**src/rtl/wiegand_tx_ctrl_if.sv**
```systemverilog
// Register-file side of the Wiegand transmitter: request pulses in, status and line drive out.
// start/abort/int_ack are single-cycle pulses sampled on clk; there is no back-pressure, start is taken only when idle.
interface wiegand_tx_ctrl_if #(
    parameter int FRAME_BITS = 26
);
    logic                  start;
    logic                  abort;
    logic [FRAME_BITS-1:0] frame_data;
    logic [2:0]            chan_en;
    logic                  int_ack;
    logic                  busy;
    logic                  done_n;
    logic [4:0]            bit_idx;
    logic [1:0]            wil_out0;
    logic [1:0]            wil_out1;
    logic [1:0]            wil_out2;
    logic [1:0]            fsm_state;

    modport master (
        output start, abort, frame_data, chan_en, int_ack,
        input  busy, done_n, bit_idx, wil_out0, wil_out1, wil_out2, fsm_state
    );

    modport slave (
        input  start, abort, frame_data, chan_en, int_ack,
        output busy, done_n, bit_idx, wil_out0, wil_out1, wil_out2, fsm_state
    );
endinterface

```
**src/rtl/wiegand_tx_ctrl.sv**
```systemverilog
// Serializes a latched Wiegand frame MSB-first onto up to three D0/D1 line pairs,
// then holds an idle gap before raising the active-low completion interrupt.
module wiegand_tx_ctrl #(
    parameter int FRAME_BITS = 26,
    parameter int PULSE_CYC  = 100,
    parameter int PERIOD_CYC = 2000,
    parameter int GAP_CYC    = 10000
) (
    input logic               clk,
    input logic               nReset,
    wiegand_tx_ctrl_if.slave  bus
);
    typedef enum logic [1:0] {IDLE = 2'd0, PULSE = 2'd1, SPACE = 2'd2, GAP = 2'd3} state_t;

    localparam logic [15:0] PULSE_LD = 16'(PULSE_CYC - 1);
    localparam logic [15:0] SPACE_LD = 16'(PERIOD_CYC - PULSE_CYC - 1);
    localparam logic [15:0] GAP_LD   = 16'(GAP_CYC - 1);
    localparam logic [4:0]  IDX_TOP  = 5'(FRAME_BITS - 1);

    state_t                state, state_nx;
    logic [15:0]           cnt, cnt_nx;
    logic [FRAME_BITS-1:0] shreg, shreg_nx;
    logic [2:0]            mask, mask_nx;
    logic [4:0]            idx, idx_nx;
    logic                  busy_r, busy_nx;
    logic                  done_r, done_nx;
    logic [1:0]            line_nx;
    logic [1:0]            out0_r, out1_r, out2_r;
    logic [1:0]            out0_nx, out1_nx, out2_nx;

    // A one bit pulls D1 low, a zero pulls D0 low; never both.
    function automatic logic [1:0] enc(input logic b);
        return b ? 2'b01 : 2'b10;
    endfunction

    always_comb begin
        state_nx = state;
        cnt_nx   = cnt;
        shreg_nx = shreg;
        mask_nx  = mask;
        idx_nx   = idx;
        busy_nx  = busy_r;
        done_nx  = done_r | bus.int_ack;
        line_nx  = 2'b11;

        case (state)
            IDLE: begin
                if (bus.start && !bus.abort && bus.chan_en != 3'b000) begin
                    state_nx = PULSE;
                    cnt_nx   = PULSE_LD;
                    shreg_nx = bus.frame_data;
                    mask_nx  = bus.chan_en;
                    idx_nx   = IDX_TOP;
                    busy_nx  = 1'b1;
                    done_nx  = 1'b1;
                    line_nx  = enc(bus.frame_data[FRAME_BITS-1]);
                end
            end
            PULSE: begin
                if (cnt == 16'd0) begin
                    state_nx = SPACE;
                    cnt_nx   = SPACE_LD;
                end else begin
                    cnt_nx  = cnt - 16'd1;
                    line_nx = enc(shreg[FRAME_BITS-1]);
                end
            end
            SPACE: begin
                if (cnt != 16'd0) begin
                    cnt_nx = cnt - 16'd1;
                end else if (idx != 5'd0) begin
                    state_nx = PULSE;
                    cnt_nx   = PULSE_LD;
                    idx_nx   = idx - 5'd1;
                    shreg_nx = {shreg[FRAME_BITS-2:0], 1'b0};
                    line_nx  = enc(shreg[FRAME_BITS-2]);
                end else begin
                    state_nx = GAP;
                    cnt_nx   = GAP_LD;
                end
            end
            GAP: begin
                if (cnt == 16'd0) begin
                    state_nx = IDLE;
                    cnt_nx   = 16'd0;
                    busy_nx  = 1'b0;
                    done_nx  = 1'b0;
                    idx_nx   = 5'd0;
                end else begin
                    cnt_nx = cnt - 16'd1;
                end
            end
            default: state_nx = IDLE;
        endcase

        // Abort drops the frame without signalling completion, even on the last gap cycle.
        if (state != IDLE && bus.abort) begin
            state_nx = IDLE;
            cnt_nx   = 16'd0;
            busy_nx  = 1'b0;
            idx_nx   = 5'd0;
            done_nx  = done_r | bus.int_ack;
            line_nx  = 2'b11;
        end

        out0_nx = mask_nx[0] ? line_nx : 2'b11;
        out1_nx = mask_nx[1] ? line_nx : 2'b11;
        out2_nx = mask_nx[2] ? line_nx : 2'b11;
    end

    always_ff @(posedge clk or negedge nReset) begin
        if (!nReset) begin
            state  <= IDLE;
            cnt    <= 16'd0;
            shreg  <= '0;
            mask   <= 3'b000;
            idx    <= 5'd0;
            busy_r <= 1'b0;
            done_r <= 1'b1;
            out0_r <= 2'b11;
            out1_r <= 2'b11;
            out2_r <= 2'b11;
        end else begin
            state  <= state_nx;
            cnt    <= cnt_nx;
            shreg  <= shreg_nx;
            mask   <= mask_nx;
            idx    <= idx_nx;
            busy_r <= busy_nx;
            done_r <= done_nx;
            out0_r <= out0_nx;
            out1_r <= out1_nx;
            out2_r <= out2_nx;
        end
    end

    assign bus.busy      = busy_r;
    assign bus.done_n    = done_r;
    assign bus.bit_idx   = idx;
    assign bus.wil_out0  = out0_r;
    assign bus.wil_out1  = out1_r;
    assign bus.wil_out2  = out2_r;
    assign bus.fsm_state = state;
endmodule

```
**src/flat_wrapper.sv**
```systemverilog
// flat-port wrapper written by rule: the top's interface ports become plain ports
module wiegand_tx_ctrl_flat 
#(
    parameter int FRAME_BITS = 26,
    parameter int PULSE_CYC  = 100,
    parameter int PERIOD_CYC = 2000,
    parameter int GAP_CYC    = 10000
)
  (clk, nReset, bus_start, bus_abort, bus_frame_data, bus_chan_en, bus_int_ack, bus_busy, bus_done_n, bus_bit_idx, bus_wil_out0, bus_wil_out1, bus_wil_out2, bus_fsm_state);
  wiegand_tx_ctrl_if #(.FRAME_BITS(FRAME_BITS)) bus_i ();
  input logic clk;
  input logic nReset;
  input wire logic [$bits(bus_i.start)-1:0] bus_start;
  input wire logic [$bits(bus_i.abort)-1:0] bus_abort;
  input wire logic [$bits(bus_i.frame_data)-1:0] bus_frame_data;
  input wire logic [$bits(bus_i.chan_en)-1:0] bus_chan_en;
  input wire logic [$bits(bus_i.int_ack)-1:0] bus_int_ack;
  output wire logic [$bits(bus_i.busy)-1:0] bus_busy;
  output wire logic [$bits(bus_i.done_n)-1:0] bus_done_n;
  output wire logic [$bits(bus_i.bit_idx)-1:0] bus_bit_idx;
  output wire logic [$bits(bus_i.wil_out0)-1:0] bus_wil_out0;
  output wire logic [$bits(bus_i.wil_out1)-1:0] bus_wil_out1;
  output wire logic [$bits(bus_i.wil_out2)-1:0] bus_wil_out2;
  output wire logic [$bits(bus_i.fsm_state)-1:0] bus_fsm_state;
  assign bus_i.start = bus_start;
  assign bus_i.abort = bus_abort;
  assign bus_i.frame_data = bus_frame_data;
  assign bus_i.chan_en = bus_chan_en;
  assign bus_i.int_ack = bus_int_ack;
  assign bus_busy = bus_i.busy;
  assign bus_done_n = bus_i.done_n;
  assign bus_bit_idx = bus_i.bit_idx;
  assign bus_wil_out0 = bus_i.wil_out0;
  assign bus_wil_out1 = bus_i.wil_out1;
  assign bus_wil_out2 = bus_i.wil_out2;
  assign bus_fsm_state = bus_i.fsm_state;
  wiegand_tx_ctrl #(.FRAME_BITS(FRAME_BITS), .PULSE_CYC(PULSE_CYC), .PERIOD_CYC(PERIOD_CYC), .GAP_CYC(GAP_CYC)) u_core (.clk(clk), .nReset(nReset), .bus(bus_i));
endmodule
```
**config.mk**
```make
export PLATFORM = sky130hd
export DESIGN_NAME = wiegand_tx_ctrl_flat
export DESIGN_NICKNAME = d
export VERILOG_FILES = /design/src/rtl/wiegand_tx_ctrl_if.sv /design/src/rtl/wiegand_tx_ctrl.sv /design/src/flat_wrapper.sv
export SDC_FILE = /design/constraint.sdc
export NUM_CORES = 1
export LEC_CHECK = 0
export CORE_UTILIZATION = 40
export DETAILED_ROUTE_END_ITERATION = 7
export DONT_BUFFER_PORTS = 1
export GPL_TIMING_DRIVEN = 0
export SYNTH_ARGS = -nofsm -noshare
export SYNTH_HDL_FRONTEND = slang
export SYNTH_SLANG_ARGS = --single-unit
export TNS_END_PERCENT = 10
```
**constraint.sdc**
```tcl
create_clock -name clk -period 5.4 [get_ports clk]
set_input_delay 1.08 -clock clk [delete_from_list [all_inputs] [get_ports clk]]
set_output_delay 1.08 -clock clk [all_outputs]
set_load 0.01 [all_outputs]
```
==> flow_metrics.env, run 1 <==
export IMPL_setup_worst_path_end_class="flip-flop"
export IMPL_main_flop_type_after_synthesis="dfrtp_1"
export IMPL_dieWidth_um=94.51
export IMPL_grt_first_pass_wirelength_mm=13.30
export IMPL_worst_slew_pin_slew_ns=0.9430
export IMPL_grt_total_ovfl=0
export IMPL_dp_final_hpwl_mm=5.618
export IMPL_setup_viol=0
export IMPL_cts_htree_levels=3
export IMPL_worst_path_max_delay_cell="nor4b_1"
export IMPL_crit_required_ns=5.62
export IMPL_cts_tree="done"
export IMPL_area_delta_synth_final_pct=9.466
export IMPL_clk_root_buf="clkbuf_8"
export IMPL_totalPowerFinal_w=0.002206
export IMPL_synth_edf_count=0
export IMPL_tritoncts_num_sinks=60
export IMPL_drc_errors=0
export IMPL_ctsResizeCount=0
export IMPL_yosysWarningCount=0
export IMPL_power_density_nw_per_um2=588.8
export IMPL_synthesis_area_per_instance_um2=10.44
export IMPL_synth_fp_nets=370
export IMPL_avgRoutedWirePerCell_um=17.46
export IMPL_globalRouteMet2Util_pct=30.92
export IMPL_floorplan_initialDensity_pct=41.45
export IMPL_area_share_of_the_leading_cell_type_in_the_synthesized_netlist_pct=38.74
export IMPL_setup_crit_start_kind="flip-flop"
export IMPL_holdBufCountCts=0
export IMPL_max_cap_viol_count=0
export IMPL_crit_arrival_ns=3.13
export IMPL_yosys_cell_count_top_type="dfrtp_1"
export IMPL_timing_setup_critical_path_class="flip-flop to flip-flop"
export IMPL_worstSkewPairLatency_ns=0.34
export IMPL_clock_path_buffers=2
export IMPL_sequential_element_share_of_the_synthesized_area_pct=44.12
export IMPL_post_route_period_util_pct=53.91
export IMPL_grt_busiest_layer="met2"
export IMPL_synth_top_cells_by_area="dfrtp_1 (39%), mux2_2 (16%), dfstp_2 (5.4%), ha_1 (2.9%), o21ai_0 (2.8%)"
export IMPL_drt_iter0_drcs=218
export IMPL_synth_largest_area_cell="dfrtp_1"
export IMPL_timing_max_transition_violations_final=0
export IMPL_hold_viol=0
export IMPL_leakage_nw=1.505
export IMPL_final_layout_size_suffix_gt1_share_pct=24.71
export IMPL_layout_nets=381
export IMPL_grt_start_max_net_pins=61
export IMPL_fin_skew_ns=0.01089
export IMPL_drt_first_pass_iters=4
export IMPL_drt_antenna_violating_nets=0
export IMPL_vias=2580
export IMPL_routabilityCongestion=0.8843
export IMPL_grt_pass1_vias=2716
export IMPL_fin_crit_ns=2.911
export IMPL_die_height_um=94.51
export IMPL_clock_fmax_mhz=343.5
export IMPL_drt_vias_per_instance=5.746
export IMPL_groute_usage_overall_pct=19.70
export IMPL_peak_supply_drop_uv=239.1
export IMPL_totalNegativeSetupSlack_ns=0
export IMPL_antenna_cells=0
export IMPL_numPortBuffers=0
export IMPL_route_final_wire_length_mm=7.838
export IMPL_design_portCount=49
export IMPL_synth_seq_cells=60
export IMPL_syn_instance_count=328
export IMPL_path_cells="inv_1 > ha_1 > nor4b_1 > nor2_1 > a21oi_2 > a21oi_4 > buf_4 > mux2_2"
export IMPL_synth_async_sr_flop_share_pct=100.0
export IMPL_timing_critical_path_slowest_cell_delay_ns=0.69
export IMPL_global_route_usage_met3_pct=6.602
export IMPL_coreArea_um2=8258
export IMPL_synth_cell_area_um2=3423
export IMPL_tightest_hold_check_type="primary input to asynchronous set/reset pin"
export IMPL_postCtsSetupBuffers=0
export IMPL_status="complete, no violations"
export IMPL_cts_buffers_inserted=9
export IMPL_fin_cells=449
export IMPL_global_route_usage_met1_pct=24.47
export IMPL_antenna_found_initial=0
export IMPL_synth_commonest_cells="dfrtp_1 (53), mux2_2 (50), nand2_1 (23), nor2_1 (21), o21ai_0 (19)"
export IMPL_die_area_um2=8932
export IMPL_ys_types=55
export IMPL_grt_setup_unrepaired="false"
export IMPL_placed_cells_incl_taps=433
export IMPL_relSlewSlack_pct=36.65
export IMPL_floorplan_rows=33
export IMPL_critical_path_peak_fanout=10
export IMPL_clkTransAtPathRegs_ns=0.07
[routing by layer]
layer | vias to the layer above | wire length, µm
li1 | 1227 | -
met1 | 1271 | 3521
met2 | 71 | 3703
met3 | 11 | 496
met4 | 0 | 116
met5 | - | 0
[cells in the final DEF, fill, tap and decap left out, types with 3 or more instances in the layout]
cell,instances
inv_1,15
dfstp_2,7
o2111ai_1,3
buf_4,3
xor2_1,4
a21oi_1,11
a221o_1,4
ha_1,8
nor2_1,21
nand2b_1,6
nand3_1,6
or2_2,4
nor4_1,3
mux2_2,50
nor3_1,8
dfrtp_1,53
clkbuf_1,12
mux2i_1,3
nand2_1,23
or3_1,6
o31ai_1,3
clkbuf_8,9
a31oi_1,4
nor3b_1,3
nand4b_1,4
o211ai_1,6
o21ai_0,19
and2_1,3
[logic make-up (layout without fill, tap and decap cells)]
family / Yosys count / after routing / synth area share, %
multiplexers: 53 / 53 / 17.32
buffers and inverters: 30 / 46 / 3.618
adder cells (fa/ha/maj): 8 / 8 / 2.924
flip-flops: 60 / 60 / 44.12
AND/OR/NAND/NOR: 98 / 98 / 15.39
AO/OA/AOI/OAI: 73 / 73 / 15.10
XOR/XNOR: 6 / 6 / 1.535
[path summary, 6_finish.rpt]
kind / startpoint / end / slack (ns) / cells past startpoint
worst max-delay path: u_core.bus.bit_idx[0]$_DFFE_PN0P_ / u_core.shreg[6]$_DFFE_PN0P_ / 2.49 / 8
worst min-delay path: nReset / u_core.bus.bit_idx[3]$_DFFE_PN0P_ / 0.43 / 0
worst max register to register: u_core.bus.bit_idx[0]$_DFFE_PN0P_ / u_core.shreg[6]$_DFFE_PN0P_ / 2.49 / 8
worst min register to register: u_core.shreg[19]$_DFFE_PN0P_ / u_core.shreg[19]$_DFFE_PN0P_ / 0.51 / 1
max in group asynchronous: nReset / u_core.bus.wil_out0[0]$_DFF_PN1_ / 4.76 / 0
min in group clk: u_core.shreg[19]$_DFFE_PN0P_ / u_core.shreg[19]$_DFFE_PN0P_ / 0.51 / 1
[layout make-up]
type                            instances  area (µm²)
Clock buffer                           10       127.6
Multi-Input combinational cell        238        1789
Buffer                                 15       67.56
Fill cell                             777        4511
Sequential cell                        60        1510
Tap cell                              105       131.4
Inverter                               15       56.30
Clock inverter                          6       65.06
[state kept, by name, summed over array words and instances (netlist names)]
register and cells:
u_core.bus.bit_idx 5, u_core.bus.busy 1, u_core.bus.done_n 1, u_core.bus.fsm_state 2
u_core.bus.wil_out0 2, u_core.bus.wil_out1 2, u_core.bus.wil_out2 2, u_core.cnt 16
u_core.mask 3, u_core.shreg 26
[critical path: cells and delay by family (launching register included)]
family	cells	cell delay, ns
simple gates	2	0.85
mux	1	0.28
fa+ha+maj	1	0.15
compound gates	2	0.70
buf+inv	2	0.36
flops	1	0.45
[power breakdown]
part	leakage (nW)	internal (W)	switching [W]	total (W)
registers	0.726	0.000666	0.000158	0.000824
logic	0.683	0.000438	0.000546	0.000983
clock network	0.0962	0.000213	0.000186	0.000399
[per-stage QoR]
step                util (%)  cell area [µm²]  hold slack, ns  setup slack [ns]
finish                 45.38             3747          0.4270             2.489
floorplan                  -             3423          0.4749             2.934
detailed placement     43.05             3555          0.4902             2.362
CTS                    45.38             3747          0.4018             2.487
global route           45.38             3747          0.3965             2.287
global placement       43.05             3555          0.4838             2.425
Power figures use the tool's default switching activity.
==> run 2: changes to the inputs <==
Settings changed: ABC_AREA from default to 1.
Clock period 5.4 ns to 3.1 ns, I/O delays scaled along.
==> run 2 against run 1 <==
Count of clock-buffer cells in the layout grew 1. Largest power group unchanged. First-iteration DRC count shrank 23%. Worst setup slack lost 1.8 ns. Critical path depth grew 3. Power grew 85%. Highest routed layer unchanged. Synthesized cell count grew 41%. Area after synthesis shrank 0.22%.
==> flow_metrics.env, run 2 <==
export IMPL_synth_commonest_cells="nand2_1 (133), o21ai_0 (68), inv_1 (59), dfrtp_1 (53), nor2_1 (42)"
export IMPL_area_delta_synth_final_pct=10.33
export IMPL_coreArea_um2=8258
export IMPL_antenna_found_initial=0
export IMPL_sequential_element_share_of_the_synthesized_area_pct=44.21
export IMPL_layout_cells_most_common="nand2_1"
export IMPL_number_of_flip_flops_under_the_largest_register_name=26
export IMPL_met2_length_mm=3.740
export IMPL_critical_path_peak_fanout=10
export IMPL_synth_cell_area_um2=3416
export IMPL_xor_xnor_portion_of_the_synthesized_cell_area_pct=1.795
export IMPL_fin_crit_ns=2.451
export IMPL_peak_supply_drop_uv=421.9
export IMPL_topmost_layer_with_routed_signal_wires="met4"
export IMPL_top_register="u_core.shreg"
export IMPL_crit_required_ns=3.31
export IMPL_numPortBuffers=0
export IMPL_synth_largest_area_cell="dfrtp_1"
export IMPL_synth_seq_cells=60
export IMPL_route_final_wire_length_mm=7.995
export IMPL_routabilityCongestion=0.7998
export IMPL_drt_vias_per_instance=5.061
export IMPL_tightest_hold_check_type="primary input to asynchronous set/reset pin"
export IMPL_status="complete, no violations"
export IMPL_ys_types=31
export IMPL_synth_fp_nets=506
export IMPL_synth_top_cells_by_area="dfrtp_1 (39%), nand2_1 (15%), o21ai_0 (10%), inv_1 (6.5%), dfstp_2 (5.4%)"
export IMPL_ctsResizeCount=0
export IMPL_design_portCount=49
export IMPL_grt_pass1_vias=2982
export IMPL_crit_arrival_ns=2.66
export IMPL_drt_antenna_violating_nets=0
export IMPL_fin_skew_ns=0.01425
export IMPL_grt_total_ovfl=0
export IMPL_layout_cells_most_common_list="nand2_1 (133), o21ai_0 (68), inv_1 (59)"
export IMPL_yosys_cell_count_top_type="nand2_1"
export IMPL_clkTransAtPathRegs_ns=0.07
export IMPL_groute_usage_overall_pct=20.20
export IMPL_syn_instance_count=464
export IMPL_totalNegativeSetupSlack_ns=0
export IMPL_layout_nets=518
export IMPL_synthesis_area_per_instance_um2=7.362
export IMPL_die_height_um=94.41
export IMPL_synth_adder_area_share_pct=2.930
export IMPL_setup_crit_start_kind="flip-flop"
export IMPL_drt_first_pass_iters=7
export IMPL_timing_max_transition_violations_final=0
export IMPL_die_area_um2=8913
export IMPL_synth_async_sr_flop_share_pct=100.0
export IMPL_totalPowerFinal_w=0.004089
export IMPL_area_share_of_the_leading_cell_type_in_the_synthesized_netlist_pct=38.83
export IMPL_place_area_um2=3547
export IMPL_clock_path_buffers=2
export IMPL_vias=2966
export IMPL_dieWidth_um=94.41
export IMPL_cts_tree="done"
export IMPL_worst_slew_pin_slew_ns=0.4625
export IMPL_met3_length_um=441
export IMPL_worstSkewPairLatency_ns=0.34
export IMPL_antenna_cells=0
export IMPL_clk_root_buf="clkbuf_8"
export IMPL_drc_errors=0
export IMPL_grt_setup_unrepaired="false"
export IMPL_setup_worst_path_end_class="flip-flop"
export IMPL_max_cap_viol_count=0
export IMPL_timing_setup_critical_path_class="flip-flop to flip-flop"
export IMPL_avgRoutedWirePerCell_um=13.64
export IMPL_wl_met1_mm=3.689
export IMPL_dp_final_hpwl_mm=5.773
export IMPL_main_combinational_cell_family_by_area_after_synthesis="simple AND/OR/NAND/NOR gates"
export IMPL_floorplan_rows=33
export IMPL_cts_buffers_inserted=9
export IMPL_cts_htree_levels=3
export IMPL_hold_viol=0
export IMPL_yosysWarningCount=0
export IMPL_final_design_area_no_fill_um2=3769
export IMPL_post_route_period_util_pct=79.06
export IMPL_synth_simple_area_share_pct=28.10
export IMPL_synth_edf_count=0
export IMPL_power_density_nw_per_um2=1085
export IMPL_postCtsSetupBuffers=0
export IMPL_leakage_nw=1.907
export IMPL_synth_compound_area_share_pct=14.18
export IMPL_mux_contribution_to_synthesized_area_pct=0
export IMPL_final_layout_size_suffix_gt1_share_pct=8.732
export IMPL_setup_viol=0
export IMPL_main_flop_type_after_synthesis="dfrtp_1"
export IMPL_relSlewSlack_pct=68.84
export IMPL_ff2ff_setup_slack_ns=0.65
export IMPL_grt_start_max_net_pins=54
export IMPL_tritoncts_num_sinks=60
export IMPL_floorplan_initialDensity_pct=41.36
export IMPL_clock_fmax_mhz=408.0
export IMPL_drt_iter0_drcs=168
export IMPL_grt_first_pass_wirelength_mm=13.74
-- run 2: path summary, 6_finish.rpt --
path	startpoint	endpoint	depth (start not counted)
setup reg to reg	u_core.bus.fsm_state[1]$_DFFE_PN0P_	u_core.bus.fsm_state[0]$_DFFE_PN0P_	11
setup / recovery	u_core.bus.fsm_state[1]$_DFFE_PN0P_	u_core.bus.fsm_state[0]$_DFFE_PN0P_	11
hold reg to reg	u_core.mask[2]$_DFF_PN0_	u_core.mask[2]$_DFF_PN0_	2
hold / removal	nReset	u_core.bus.wil_out1[0]$_DFF_PN1_	0
min in group clk	bus_chan_en[2]	u_core.mask[2]$_DFF_PN0_	2
max in group asynchronous	nReset	u_core.shreg[22]$_DFFE_PN0P_	1
-- run 2: report_power, final --
part           switching [W]  internal [W]  total, W
Combinational        0.00132      0.000657   0.00198
Sequential          0.000258       0.00116   0.00141
Clock               0.000309      0.000389  0.000698
-- run 2: layer usage --
metal / global-route usage, % / vias up
li1: - / 1506
met1: 25.15 / 1388
met2: 32.37 / 61
met3: 6.924 / 11
met4: 7.308 / 0
met5: 0 / -
-- run 2: final cells by class --
class,instances,area (µm²)
fillers,849,4489
multi-input cells,330,1605
clock inverters,5,52.55
inverters,60,226.5
well taps,105,131.4
plain buffers,14,73.82
repair buffers,1,27.53
clock buffers,11,141.4
flip-flops and latches,60,1510
-- run 2: cells by family after synthesis --
| logic type | Yosys count |
|---|---|
| buffers and inverters | 74 |
| AOI/OAI and AO/OA | 90 |
| and+or+nand+nor | 225 |
| adders and majority gates | 8 |
| DFF | 60 |
| xor gates and xnor gates | 7 |
-- run 2: through the flow --
stage,cells,hold slack (ns),setup WS (ns),utilization [%]
CTS,586,0.1115,0.6585,45.64
global route,586,0.09540,0.4297,45.64
detailed placement,569,0.3272,0.6909,42.95
global placement,569,0.3261,0.7292,42.95
finish,586,0.1208,0.6491,45.64
floorplan,464,0.3244,1.173,-
-- run 2: critical path: stages, from the launching register on --
cell and delay [ns]:
dfrtp_1 0.51, inv_1 0.15, ha_1 0.23, clkbuf_1 0.22, nor2_1 0.43, nor2_1 0.07, nand2_1 0.08, nand2_1 0.16
inv_1 0.12, o21ai_0 0.17, nand2_1 0.10, o21ai_0 0.08
-- run 2: timing repair --
action / 4_1_cts / 5_1_grt
setup endpoints to repair: 0 / 0
hold endpoints to repair: 53 / 0
hold buffers: 1 / 0
